$ cat src/rtl/cpu7_prog_loader_if.sv
// Byte-stream in / program-RAM write port out for the cpu7 program loader.
// Latency: n/a (signal bundle only).
// Backpressure: in_ready is part of the bundle; the loader holds it at 1.
// Ports (signals):
//   in_data/in_valid/in_ready      byte stream, transfer = in_valid & in_ready
//   prog_we/prog_addr/prog_data    program RAM write port (1-cycle strobe)
// Modports: master = byte source / RAM side, slave = loader side.
interface cpu7_prog_loader_if #(
  parameter int ADDR_W      = 10,
  parameter int INSTR_WIDTH = 16
);
  logic [7:0]             in_data;
  logic                   in_valid;
  logic                   in_ready;
  logic                   prog_we;
  logic [ADDR_W-1:0]      prog_addr;
  logic [INSTR_WIDTH-1:0] prog_data;

  modport master (
    output in_data, in_valid,
    input  in_ready, prog_we, prog_addr, prog_data
  );

  modport slave (
    input  in_data, in_valid,
    output in_ready, prog_we, prog_addr, prog_data
  );
endinterface

$ cat src/rtl/cpu7_prog_loader.sv
// Loads cpu7 program RAM from a framed byte stream and holds the cores in reset until done.
// Latency: RAM write strobe 1 cycle after the last byte of a word; status flags 1 cycle after state change.
// Backpressure: none, in_ready is always 1; every byte is consumed in the cycle it is valid.
// Ports:
//   clk, rst        clock, asynchronous active-high reset
//   bus (slave)     byte stream in, program RAM write port out
//   cpu_hold_o      reset request to cores (1 until a good image is loaded)
//   load_done_o     last load completed successfully
//   load_err_o      last load failed, sticky until the next SYNC_BYTE
// Frame: SYNC, LEN_LO, LEN_HI, LEN*NBYTES data bytes (little-endian per word), [CSUM].
// Optional feature macro: CPU7_LOADER_CHECKSUM_EN adds a trailing XOR checksum byte.
module cpu7_prog_loader #(
  parameter int         PROGRAM_SIZE   = 1024,
  parameter int         INSTR_WIDTH    = 16,
  parameter logic [7:0] SYNC_BYTE      = 8'hA5,
  parameter int         TIMEOUT_CYCLES = 100000
) (
  input  logic               clk,
  input  logic               rst,
  cpu7_prog_loader_if.slave  bus,
  output logic               cpu_hold_o,
  output logic               load_done_o,
  output logic               load_err_o
);

  localparam int ADDR_W = $clog2(PROGRAM_SIZE);
  localparam int NBYTES = (INSTR_WIDTH + 7) / 8;
  localparam int BCNT_W = (NBYTES > 1) ? $clog2(NBYTES) : 1;
  localparam int TMO_W  = $clog2(TIMEOUT_CYCLES + 1);
  localparam int WORD_W = 8 * NBYTES;

  typedef enum logic [2:0] {
    S_IDLE, S_LEN_LO, S_LEN_HI, S_DATA, S_CSUM, S_DONE, S_ERR
  } state_e;

  state_e state_q, state_d;

  logic                   prog_we_q, prog_we_d;
  logic [ADDR_W-1:0]      prog_addr_q, prog_addr_d;
  logic [INSTR_WIDTH-1:0] prog_data_q, prog_data_d;
  logic [WORD_W-1:0]      word_q, word_d, word_nx;
  logic [BCNT_W-1:0]      bcnt_q, bcnt_d;
  // One bit wider than the address so LEN == PROGRAM_SIZE does not wrap.
  logic [ADDR_W:0]        wcnt_q, wcnt_d;
  logic [7:0]             len_lo_q, len_lo_d;
  logic [15:0]            len_q, len_d;
  logic [TMO_W-1:0]       tmo_q, tmo_d;
  logic                   hold_q, hold_d;
  logic                   done_q, done_d;
  logic                   err_q, err_d;

  logic        byte_acc, is_sync, counting, tmo_hit;
  logic        len_bad, word_end, last_word;
  logic [15:0] len_in;

  assign bus.in_ready = 1'b1;
  assign byte_acc     = bus.in_valid & bus.in_ready;
  assign is_sync      = byte_acc && (bus.in_data == SYNC_BYTE);
  assign counting     = (state_q == S_LEN_LO) || (state_q == S_LEN_HI) ||
                        (state_q == S_DATA)   || (state_q == S_CSUM);
  // Fires on the last idle cycle of the window; a byte in this cycle is dropped.
  assign tmo_hit      = counting && (tmo_q == TMO_W'(TIMEOUT_CYCLES - 1));
  assign len_in       = {bus.in_data, len_lo_q};
  assign len_bad      = (len_in == 16'd0) || (32'(len_in) > 32'(PROGRAM_SIZE));
  assign word_end     = (bcnt_q == BCNT_W'(NBYTES - 1));
  assign last_word    = ((32'(wcnt_q) + 32'd1) == 32'(len_q));

`ifdef CPU7_LOADER_CHECKSUM_EN
  logic [7:0] csum_q, csum_d;

  always_comb begin
    csum_d = csum_q;
    if (!tmo_hit && byte_acc) begin
      case (state_q)
        S_IDLE, S_DONE:            if (is_sync) csum_d = 8'h00;
        S_LEN_LO, S_LEN_HI, S_DATA: csum_d = csum_q ^ bus.in_data;
        default: ;
      endcase
    end
  end

  always_ff @(posedge clk or posedge rst) begin
    if (rst) csum_q <= 8'h00;
    else     csum_q <= csum_d;
  end
`endif

  // FSM: state register
  always_ff @(posedge clk or posedge rst) begin
    if (rst) state_q <= S_IDLE;
    else     state_q <= state_d;
  end

  // FSM: next state
  always_comb begin
    state_d = state_q;
    if (tmo_hit) begin
      state_d = S_ERR;
    end else begin
      case (state_q)
        S_IDLE:   if (is_sync)  state_d = S_LEN_LO;
        S_LEN_LO: if (byte_acc) state_d = S_LEN_HI;
        S_LEN_HI: if (byte_acc) state_d = len_bad ? S_ERR : S_DATA;
        S_DATA: begin
          if (byte_acc && word_end && last_word) begin
`ifdef CPU7_LOADER_CHECKSUM_EN
            state_d = S_CSUM;
`else
            state_d = S_DONE;
`endif
          end
        end
`ifdef CPU7_LOADER_CHECKSUM_EN
        S_CSUM:   if (byte_acc) state_d = (bus.in_data == csum_q) ? S_DONE : S_ERR;
`endif
        S_DONE:   if (is_sync)  state_d = S_LEN_LO;
        S_ERR:                  state_d = S_IDLE;
        default:                state_d = S_IDLE;
      endcase
    end
  end

  // FSM: outputs and datapath next values
  always_comb begin
    prog_we_d   = 1'b0;
    prog_addr_d = prog_addr_q;
    prog_data_d = prog_data_q;
    word_d      = word_q;
    bcnt_d      = bcnt_q;
    wcnt_d      = wcnt_q;
    len_lo_d    = len_lo_q;
    len_d       = len_q;
    hold_d      = hold_q;
    done_d      = done_q;
    err_d       = err_q;
    tmo_d       = (counting && !byte_acc && !tmo_hit) ? tmo_q + TMO_W'(1) : '0;

    word_nx = word_q;
    word_nx[{bcnt_q, 3'b000} +: 8] = bus.in_data;

    if (!tmo_hit) begin
      case (state_q)
        S_IDLE, S_DONE: begin
          if (is_sync) begin
            hold_d = 1'b1;
            done_d = 1'b0;
            err_d  = 1'b0;
          end else if (state_q == S_DONE) begin
            done_d = 1'b1;
            hold_d = 1'b0;
          end
        end
        S_LEN_LO: if (byte_acc) len_lo_d = bus.in_data;
        S_LEN_HI: begin
          if (byte_acc) begin
            len_d  = len_in;
            wcnt_d = '0;
            bcnt_d = '0;
            word_d = '0;
          end
        end
        S_DATA: begin
          if (byte_acc) begin
            if (word_end) begin
              prog_we_d   = 1'b1;
              prog_addr_d = wcnt_q[ADDR_W-1:0];
              prog_data_d = word_nx[INSTR_WIDTH-1:0];
              wcnt_d      = wcnt_q + 1'b1;
              bcnt_d      = '0;
              word_d      = '0;
            end else begin
              word_d = word_nx;
              bcnt_d = bcnt_q + 1'b1;
            end
          end
        end
        S_ERR: err_d = 1'b1;
        default: ;
      endcase
    end
  end

  always_ff @(posedge clk or posedge rst) begin
    if (rst) begin
      prog_we_q   <= 1'b0;
      prog_addr_q <= '0;
      prog_data_q <= '0;
      word_q      <= '0;
      bcnt_q      <= '0;
      wcnt_q      <= '0;
      len_lo_q    <= 8'h00;
      len_q       <= 16'h0000;
      tmo_q       <= '0;
      hold_q      <= 1'b1;
      done_q      <= 1'b0;
      err_q       <= 1'b0;
    end else begin
      prog_we_q   <= prog_we_d;
      prog_addr_q <= prog_addr_d;
      prog_data_q <= prog_data_d;
      word_q      <= word_d;
      bcnt_q      <= bcnt_d;
      wcnt_q      <= wcnt_d;
      len_lo_q    <= len_lo_d;
      len_q       <= len_d;
      tmo_q       <= tmo_d;
      hold_q      <= hold_d;
      done_q      <= done_d;
      err_q       <= err_d;
    end
  end

  assign bus.prog_we   = prog_we_q;
  assign bus.prog_addr = prog_addr_q;
  assign bus.prog_data = prog_data_q;
  assign cpu_hold_o    = hold_q;
  assign load_done_o   = done_q;
  assign load_err_o    = err_q;

endmodule

$ cat src/flat_wrapper.sv
// flat-port wrapper written by rule: the top's interface ports become plain ports
module cpu7_prog_loader_flat 
#(
  parameter int         PROGRAM_SIZE   = 1024,
  parameter int         INSTR_WIDTH    = 16,
  parameter logic [7:0] SYNC_BYTE      = 8'hA5,
  parameter int         TIMEOUT_CYCLES = 100000
)
  (clk, rst, cpu_hold_o, load_done_o, load_err_o, bus_in_data, bus_in_valid, bus_in_ready, bus_prog_we, bus_prog_addr, bus_prog_data);
  cpu7_prog_loader_if #(.ADDR_W((10)), .INSTR_WIDTH(INSTR_WIDTH)) bus_i ();
  input  logic clk;
  input  logic rst;
  output logic cpu_hold_o;
  output logic load_done_o;
  output logic load_err_o;
  input wire logic [$bits(bus_i.in_data)-1:0] bus_in_data;
  input wire logic [$bits(bus_i.in_valid)-1:0] bus_in_valid;
  output wire logic [$bits(bus_i.in_ready)-1:0] bus_in_ready;
  output wire logic [$bits(bus_i.prog_we)-1:0] bus_prog_we;
  output wire logic [$bits(bus_i.prog_addr)-1:0] bus_prog_addr;
  output wire logic [$bits(bus_i.prog_data)-1:0] bus_prog_data;
  assign bus_i.in_data = bus_in_data;
  assign bus_i.in_valid = bus_in_valid;
  assign bus_in_ready = bus_i.in_ready;
  assign bus_prog_we = bus_i.prog_we;
  assign bus_prog_addr = bus_i.prog_addr;
  assign bus_prog_data = bus_i.prog_data;
  cpu7_prog_loader #(.PROGRAM_SIZE(PROGRAM_SIZE), .INSTR_WIDTH(INSTR_WIDTH), .SYNC_BYTE(SYNC_BYTE), .TIMEOUT_CYCLES(TIMEOUT_CYCLES)) u_core (.clk(clk), .rst(rst), .bus(bus_i), .cpu_hold_o(cpu_hold_o), .load_done_o(load_done_o), .load_err_o(load_err_o));
endmodule
$ cat config.mk
export PLATFORM = sky130hd
export DESIGN_NAME = cpu7_prog_loader_flat
export DESIGN_NICKNAME = d
export VERILOG_FILES = /design/src/rtl/cpu7_prog_loader_if.sv /design/src/rtl/cpu7_prog_loader.sv /design/src/flat_wrapper.sv
export SDC_FILE = /design/constraint.sdc
export NUM_CORES = 1
export LEC_CHECK = 0
export ABC_CLOCK_PERIOD_IN_PS = 6100
export CAP_MARGIN = 20
export CORE_MARGIN = 2
export CORE_UTILIZATION = 63
export CTS_CLUSTER_SIZE = 12
export DETAILED_ROUTE_END_ITERATION = 7
export DONT_BUFFER_PORTS = 1
export PLACE_DENSITY = 0.79
export SYNTH_ARGS = -nofsm -noshare
export SYNTH_HDL_FRONTEND = slang
export SYNTH_SLANG_ARGS = --single-unit
$ cat constraint.sdc
create_clock -name clk -period 6.1 [get_ports clk]
set_input_delay 1.22 -clock clk [delete_from_list [all_inputs] [get_ports clk]]
set_output_delay 1.22 -clock clk [all_outputs]
set_load 0.01 [all_outputs]
# Yosys cells after proc, flatten, opt, wreduce, memory -nomap -nowiden
# Cells that the tools add are included.
# totals
regBits,102
in_bits,11
# classes
n_addsub,5
magnitude_cmp,1
n_eq_ne,17
shifts,2
muxes,31
bitwise_logic,1
n_reduce_logical,26
# ops
op,count
$mux W16,3
$mux W11,3
$eq A32 B16 Y1,1
$pmux W16 S2,1
$pmux W11 S2,1
$mux W3,6
$add A17 B1 Y17 const B,1
$eq A17 B17 Y1 const B,1
$mux W17,1
$bwmux W16,1
$gt A16 B11 Y1 const B,1
$logic_not A16 Y1,1
$shift A8 B6 Y16 const A,1
$shiftx A8 B6 Y16,1
$add A11 B1 Y12 const B,1
$mux W1,12
$pmux W3 S4,1
$reduce_and A3 Y1,4
$reduce_and A4 Y1,3
$add A11 B1 Y11 const B,1
$eq A3 B3 Y1 const B,3
$ne A3 B2 Y1 const B,3
$eq A8 B8 Y1 const B,1
$eq A3 B2 Y1 const B,2
15 further kinds,29

# Depth between registers and ports, before layout
# Gate-level depths: netlist (run 1).
# depth
ltp_word,8
mapped_depth,9
ltp_nobuf,7

# Worst setup path before layout (run 1)
# Ideal clock, no wire load.
# synth_path
kind,input to register
start,input bus_in_data[6]
end,"register u_core.done_q, in the netlist u_core.load_done_o"
setup_time_ns,0.121
arrival_time_ns,2.545
required_ns,5.979
setup_slack_ns,3.434
stages,5
path_cell_list,or3_1 > or4_1 > nor2_1 > nand2_1 > a22o_1
# synth_via
elab_chain_len,4
word_cells_on_any_way,5
# synth_rtl
item,line_no,source
start: declaration,flat_wrapper.sv:16,input wire logic [$bits(bus_i.in_data)-1:0] bus_in_data;
$eq A8 B8 Y1 *,cpu7_prog_loader.sv:58,assign is_sync = byte_acc && (bus.in_data == SYNC_BYTE);
$logic_and A1 B1 Y1 *,cpu7_prog_loader.sv:58,
$reduce_bool A2 Y1 (no line),-,
$reduce_and A3 Y1 (no line),-,
end signal: assignment,cpu7_prog_loader.sv:208,done_q <= done_d;
end: declaration,cpu7_prog_loader.sv:49,"logic done_q, done_d;"
# Every way passes the cells marked *; elsewhere a longest branch is shown, timed or not.
# A chain may end at the register's enable or synchronous reset.

# Worst setup path after layout (run 1)
# layout_path
start,register u_core.tmo_q[12]
end,register u_core.wcnt_q[7]
# layout_via
elab_chain_len,4
# layout_rtl
item,line_no,source
start: declaration,cpu7_prog_loader.sv:47,"logic [TMO_W-1:0] tmo_q, tmo_d;"
start signal: assignment,cpu7_prog_loader.sv:206,tmo_q <= tmo_d;
$eq A17 B17 Y1,cpu7_prog_loader.sv:62,assign tmo_hit = counting && (tmo_q == TMO_W'(TIMEOUT_CYCLES - 1));
$logic_and A1 B1 Y1,cpu7_prog_loader.sv:62,
$not A1 Y1 (no line),-,
$reduce_and A5 Y1 (no line),-,
end signal: assignment,cpu7_prog_loader.sv:203,wcnt_q <= wcnt_d;
end: declaration,cpu7_prog_loader.sv:44,"logic [ADDR_W:0] wcnt_q, wcnt_d;"
# Every way passes these cells.

==> out/results.md, run 1 <==
| Result | Reported |
|:---|:---|
| Highest net fanout along the worst path | 29 |
| Arrival @ worst endpoint | 3230 ps |
| Core area | 6869 um^2 |
| Register bit count reported by yosys | 94 |
| Buffer count from post-CTS setup fixing | 0 |
| Critical path required time | 6360 ps |
| Startpoint type of the worst setup path | flop |
| Launch point of the worst hold path | u_core.word_q[6] |
| Max-slew violation total from the final report | 0 |
| Number of warning messages in the yosys log | 0 |
| Cts repair resizes | 0 |
| Clock tree from TritonCTS | yes |
| Endpoint class of the critical path | flop |
| Async set or reset register ratio after synthesis | 1.000 |
| Hold depth | 2 |
| Transition at the pin with the smallest max-transition slack | 869.9 ps |
| 1st-pass router iterations | 4 |
| Total routing resource utilization after global routing | 0.2433 |
| Area of the multi-input gates | 1998 um^2 |
| End of the worst register-to-register path | u_core.wcnt_q[7] |
| Met1 Track Usage GR | 0.3057 |
| Post-synth net total | 472 |
| Setup TNS | 0 ps |
| Number of nets still failing antenna checks after routing | 0 |
| Unrepaired setup endpoints after global routing | false |
| Ant. Diodes | 0 |
| Setup ws final | 3130 ps |
| GRT overflow | 0 |
| Worst path cell trace | nor4_1 > nand4b_1 > nor3_2 > or4_1 > buf_4 > inv_2 > a21oi_1 > o21ai_1 |
| Via total after detailed routing | 3184 |
| Crit-path slowest cell | sky130_fd_sc_hd__or4_1 |
| Worst slack at placement | 2954 ps |
| Slack of the worst reg-to-reg path | 3130 ps |
| Final Hold Violating Endpoints | 0 |
| Clock latency at the later pin of the worst-skew pair | 370 ps |
| Initial antenna violation count | 0 |
| X dimension of the die | 88.65 um |
| DRC | 0 |
| Initial core utilization | 0.6572 |
| Longest individual stage delay on the worst path | 510 ps |
| Share of the yosys chip area belonging to registers | 0.5213 |
| DR WL/cell | 15.97 um |
| Clock slew at the register clock pins of the worst setup and hold paths | 100 ps |
| Filler Cell Count | 543 |
| Path type of the worst setup path | reg2reg |
| Maximum number of pins on one net before global-route repair | 72 |
| Run status | completed |
| Number of DRC markers after the initial detailed-route iteration | 104 |
| Clock sink total | 94 |
| Post-synthesis instance area | 4514 um^2 |
| Tightest Hold Check Type | reg2reg |
| Final setup violation count | 0 |
| Post-route fraction of the period consumed by the critical path | 0.4868 |
| Launch point of the worst reg-to-reg path | u_core.tmo_q[12] |
| Register-to-Register Path Depth | 8 |
| Average size of a mapped cell | 9.835 um^2 |
| Dominant cells by area after synthesis | sky130_fd_sc_hd__dfrtp_1 (52%), sky130_fd_sc_hd__nand2_1 (8.6%), sky130_fd_sc_hd__mux2_1 (6.0%) |
| Fmax | 336.7 MHz |
| Area growth from synthesis to layout | 4.989% |
| Layout cells sized above 1 | 0.07877 |
| CTS Root Buffer Type | sky130_fd_sc_hd__clkbuf_8 |
| Hold EP | u_core.bus.prog_data[6] |
| Dpl hpwl | 6.242 mm |
| Highest-utilization routing layer at the global route stage | met2 |
| Net total in the final layout | 465 |
| Power per standard cell area | 343.4 nW/um^2 |
| Hold buffer count at cts | 0 |
| Number of primary I/O pins | 42 |
| Fin crit period | 2970 ps |
| Family with the most delay on the worst path | simple AND/OR/NAND/NOR gates |
| Reg area | 2354 um^2 |
| Die boundary height | 88.65 um |
| Detailed Route WL | 8.829 mm |
| Max_cap viols | 0 |
| Number of buffers added by the clock tree synthesis step | 9 |
| Commonest register cell after synthesis | sky130_fd_sc_hd__dfrtp_1 |
| Commonest cells in the netlist | sky130_fd_sc_hd__nand2_1 (103), sky130_fd_sc_hd__dfrtp_1 (93), sky130_fd_sc_hd__nor2_1 (30), sky130_fd_sc_hd__mux2_1 (24), sky130_fd_sc_hd__o21ai_1 (23) |
| First-pass GRT wire length | 14.69 mm |
| Area of the die | 7859 um^2 |
| EDFF count, synth | 0 |
| VDD IR-drop max | 0.2055 mV |
| Distinct cells, synth | 59 |
| H-tree Lvls | 3 |
| # port buffers | 0 |
| Placer Congestion | 0.8101 |
| Standard-cell rows | 30 |
| Number of global-route vias before repair | 3107 |
| Area share of the largest cell type after synthesis | 0.5155 |
| Leakage power figure | 2.063 nW |
| Clock Skews | 11.34 ps |
| Gate count of the mapped netlist | 459 |
| Most common cell in the synthesized netlist | sky130_fd_sc_hd__nand2_1 |
| Tightest slew margin relative to the limit | 0.4201 |
| Per-cell via count in the routed design | 5.758 |
| WP buf/inv | 2 |
| Grt met3 use | 0.04571 |
| Synth area leader | sky130_fd_sc_hd__dfrtp_1 |
| GR met2 Demand/Resource | 0.4193 |
| Bufs on Longest Clock Path | 2 |
-- cells by family after synthesis --
logic type,Yosys count,share of synthesized area
compound gates,67,0.09313
xor+xnor,29,0.05627
fa+ha+maj,2,0.005542
buf+inv,35,0.03603
flops,94,0.5213
mux,25,0.06208
other cells,1,0.0008307
simple gates,206,0.2248
-- worst max-delay path by stage --
stage                startpoint                to  slack (ps)  cells after the start
2_1_floorplan               rst     u_core.bcnt_q        2430                      1
3_3_place_gp       bus_in_valid  u_core.wcnt_q[9]        3020                      6
3_5_place_dp       bus_in_valid  u_core.wcnt_q[7]        2950                      6
4_1_cts         u_core.tmo_q[0]  u_core.wcnt_q[7]        3120                      8
5_1_grt        u_core.tmo_q[12]  u_core.wcnt_q[6]        2820                      8
6_report       u_core.tmo_q[12]  u_core.wcnt_q[7]        3130                      8
-- through the flow --
stage	power (mW)	cell area (um^2)	util	hold WS (ps)	instances
finish	1.627	4740	0.6900	480.9	553
global route	1.724	4740	0.6900	499.2	553
CTS	1.638	4740	0.6900	480.8	553
detailed placement	1.248	4552	0.6627	464.3	537
global placement	1.218	4552	0.6627	453.1	537
floorplan	1.155	4514	-	438.6	459
-- worst min-delay path: stages, from the launching register on --
cell and delay (ps):
sky130_fd_sc_hd__dfrtp_1 360, sky130_fd_sc_hd__nand2_1 50, sky130_fd_sc_hd__nand2_1 50
-- cells in the final DEF, fill, tap and decap left out, drive strengths merged, types with 2 or more instances in the layout --
master and count:
nor2 30, xor2 15, nand4 7, a21oi 14, clkbuf 9, a22o 4, nor3 10, xnor2 14
inv 16, clkinv 3, or4 5, or3 10, nand2 103, dfrtp 93, and2 2, nand3 10
nor3b 2, o31ai 2, o21ai 32, mux2 24, buf 4, nand4b 2, ha 2, or2 4
nand2b 5, nor4 9, a31oi 2, a21o 2, nor2b 4
-- metal layers --
layer / part of all wire / vias to the layer above
li1: - / 1564
met1: 0.44 / 1547
met4: 0.020 / 0
met3: 0.027 / 20
met2: 0.51 / 53
met5: 0 / -
-- registers in the layout (all words and copies together), names as in the netlist --
signal	cells
u_core.len_q	16
u_core.word_q	8
u_core.wcnt_q	11
u_core.state_q	3
u_core.bus.prog_we	1
u_core.load_err_o	1
u_core.len_lo_q	8
u_core.bus.prog_addr	10
u_core.cpu_hold_o	1
u_core.load_done_o	1
u_core.bcnt_q	1
u_core.tmo_q	17
u_core.bus.prog_data	16
-- where the power goes --
| part | switching (mW) | internal (mW) |
|---|---|---|
| logic | 0.195 | 0.169 |
| clock network | 0.236 | 0.158 |
| registers | 0.127 | 0.742 |
-- layout make-up --
cell class              count  area share
multi-input cells         330      0.4216
clock buffers               9     0.02614
inverters                  13     0.01056
repair buffers              4    0.006336
clock inverters             7     0.01346
well taps                  96     0.02534
flip-flops and latches     94      0.4966
(Power assumes the default switching activity.)
==> inputs of run 2 (changes only) <==
--- a/config.mk
+++ b/config.mk
@@ -5,14 +5,14 @@
 export SDC_FILE = /design/constraint.sdc
 export NUM_CORES = 1
 export LEC_CHECK = 0
-export ABC_CLOCK_PERIOD_IN_PS = 6100
+export ABC_CLOCK_PERIOD_IN_PS = 2600
 export CAP_MARGIN = 20
 export CORE_MARGIN = 2
-export CORE_UTILIZATION = 63
+export CORE_UTILIZATION = 57
 export CTS_CLUSTER_SIZE = 12
 export DETAILED_ROUTE_END_ITERATION = 7
 export DONT_BUFFER_PORTS = 1
-export PLACE_DENSITY = 0.79
+export PLACE_DENSITY = 0.75
 export SYNTH_ARGS = -nofsm -noshare
 export SYNTH_HDL_FRONTEND = slang
 export SYNTH_SLANG_ARGS = --single-unit
==> constraint.sdc (replaced) <==
create_clock -name clk -period 2.6 [get_ports clk]
set_input_delay 0.52 -clock clk [delete_from_list [all_inputs] [get_ports clk]]
set_output_delay 0.52 -clock clk [all_outputs]
set_load 0.01 [all_outputs]
==> run 2 against run 1 <==
Compared with the run above:
- flip-flop and latch count stayed put
- power increased by 140%
- sequential power up 130%
- fmax up 20%
- largest cell class unchanged
- critical endpoint is now u_core.state_q[1]
- wire length increased by 3.5%
- sequential share of layout area is 1.1 points lower
- combinational power rose by 150%
- clock skew shrank 0.55 ps
- largest power group unchanged
- clock power increased by 130%
- die area increased by 10%
==> out/results.md, run 2 (synthesis gave the netlist of run 1 again) <==
| Result | Reported |
|:---|:---|
| Path type of the worst setup path | reg2reg |
| 1st-pass router iterations | 5 |
| Area of the die | 8648 um^2 |
| Transition at the pin with the smallest max-transition slack | 747.1 ps |
| Max_cap viols | 0 |
| Net total in the final layout | 475 |
| Run status | completed |
| DRC | 0 |
| Launch point of the worst reg-to-reg path | u_core.wcnt_q[3] |
| Family with the most delay on the worst path | simple AND/OR/NAND/NOR gates |
| Endpoint class of the critical path | flop |
| Power per standard cell area | 793.1 nW/um^2 |
| Total routing resource utilization after global routing | 0.2323 |
| WP buf/inv | 0 |
| Number of nets still failing antenna checks after routing | 0 |
| Initial antenna violation count | 0 |
| End of the worst register-to-register path | u_core.state_q[1] |
| Number of DRC markers after the initial detailed-route iteration | 150 |
| Leakage power figure | 2.112 nW |
| Detailed Route WL | 9.142 mm |
| Standard-cell rows | 32 |
| Slack of the worst reg-to-reg path | 130 ps |
| Clock sink total | 94 |
| Clock slew at the register clock pins of the worst setup and hold paths | 90 ps |
| Clock latency at the later pin of the worst-skew pair | 360 ps |
| Final cell count without fillers | 569 |
| Area growth from synthesis to layout | 7.483% |
| Final setup violation count | 0 |
| X dimension of the die | 93.00 um |
| Number of global-route vias before repair | 3137 |
| Filler Cell Count | 635 |
| Crit-path slowest cell | sky130_fd_sc_hd__dfrtp_1 |
| Number of buffers added by the clock tree synthesis step | 9 |
| Critical path required time | 2850 ps |
| Commonest non-fill, non-tap cells in the layout | sky130_fd_sc_hd__nand2_1 (103), sky130_fd_sc_hd__dfrtp_1 (92), sky130_fd_sc_hd__nor2_1 (30) |
| Setup ws final | 126.6 ps |
| Clock Skews | 10.79 ps |
| Most flop-heavy register | u_core.tmo_q |
| CTS Root Buffer Type | sky130_fd_sc_hd__clkbuf_8 |
| Area post-placement | 4662 um^2 |
| Longest individual stage delay on the worst path | 570 ps |
| Per-cell via count in the routed design | 5.766 |
| Final Hold Violating Endpoints | 0 |
| Fin crit period | 2473 ps |
| Hold buffer count at cts | 0 |
| Layout cells sized above 1 | 0.1028 |
| Dpl hpwl | 6.509 mm |
| Commonest non-fill, non-tap cell in the layout | sky130_fd_sc_hd__nand2_1 |
| # port buffers | 0 |
| Arrival @ worst endpoint | 2720 ps |
| H-tree Lvls | 3 |
| First-pass GRT wire length | 15.75 mm |
| Maximum number of pins on one net before global-route repair | 43 |
| Post-route fraction of the period consumed by the critical path | 0.9513 |
| Tightest slew margin relative to the limit | 0.5009 |
| Max-slew violation total from the final report | 0 |
| Clock tree from TritonCTS | yes |
| Tightest Hold Check Type | in2async |
| Max FFs per register | 17 |
| Die boundary height | 93.00 um |
| Core area | 7687 um^2 |
| GRT overflow | 0 |
| Placer Congestion | 0.9641 |
| Post-Layout Inst Area | 4852 um^2 |
| Setup TNS | 0 ps |
| Register-to-Register Path Depth | 6 |
| Worst slack at placement | 143.0 ps |
| Unrepaired setup endpoints after global routing | false |
| Initial core utilization | 0.5872 |
| Fmax | 404.3 MHz |
| Bufs on Longest Clock Path | 2 |
| Worst path cell trace | nand3_4 > or4_4 > xor2_1 > a2111oi_2 > nand4b_1 > o31a_1 |
| DR WL/cell | 16.07 um |
| Number of placed instances with taps included | 553 |
| Ant. Diodes | 0 |
| Startpoint type of the worst setup path | flop |
| Via total after detailed routing | 3281 |
| Number of primary I/O pins | 42 |
| Highest net fanout along the worst path | 9 |
| VDD IR-drop max | 0.3579 mV |
## run 2: cell types whose count changed in the layout (fill, tap and decap cells not counted), sizes merged
cell      change
buf          +10
clkinv        -2
clkinvlp      +1
inv           +1
## run 2: timing repair
action | 4_1_cts | 5_1_grt
resized for setup | 0 | 2
endpoints found under the setup margin | 0 | 2
setup buffers | 0 | 0
## run 2: power by group
| part | switching [mW] | internal, mW |
|---|---|---|
| combinational | 0.491 | 0.419 |
| clock | 0.552 | 0.370 |
| sequential | 0.276 | 1.74 |
## run 2: how the worst max path moves through the flow
stage,depth (start not counted),from,endpoint
6_report,6,u_core.wcnt_q[3],u_core.state_q[1]
3_5_place_dp,7,u_core.wcnt_q[1],u_core.state_q[1]
4_1_cts,7,u_core.wcnt_q[1],u_core.state_q[1]
2_1_floorplan,7,u_core.wcnt_q[1],u_core.state_q[1]
5_1_grt,6,u_core.wcnt_q[3],u_core.state_q[1]
3_3_place_gp,7,u_core.wcnt_q[1],u_core.state_q[1]
## run 2: per-layer routing
metal	part of all wire	global-route usage	vias up
met3	0.053	0.05238	15
met1	0.48	0.3384	1602
met5	0	0	-
met2	0.45	0.3436	93
met4	0.016	0.08578	0
li1	-	-	1571
## run 2: layout make-up
| cell class | instances | area (um^2) | share of cell area |
|---|---|---|---|
| flip-flops and latches | 94 | 2355 | 0.4853 |
| inverters | 13 | 52.55 | 0.01083 |
| clock inverters | 7 | 62.56 | 0.01289 |
| well taps | 102 | 127.6 | 0.02630 |
| repair buffers | 14 | 130.1 | 0.02682 |
| clock buffers | 9 | 123.9 | 0.02553 |
| multi-input cells | 330 | 2001 | 0.4123 |
## run 2: through the flow
stage	utilization	hold slack [ps]	power, mW
global route	0.6312	184.7	4.094
finish	0.6312	143.8	3.848
detailed placement	0.6064	459.4	2.944
CTS	0.6307	150.3	3.874
global placement	0.6064	458.1	2.899
floorplan	-	438.6	2.711
## run 2: worst register-to-register path: stages (launching register included)
cell and delay (ps):
sky130_fd_sc_hd__dfrtp_1 570, sky130_fd_sc_hd__nand3_4 160, sky130_fd_sc_hd__or4_4 570, sky130_fd_sc_hd__xor2_1 170, sky130_fd_sc_hd__a2111oi_2 390, sky130_fd_sc_hd__nand4b_1 220, sky130_fd_sc_hd__o31a_1 290
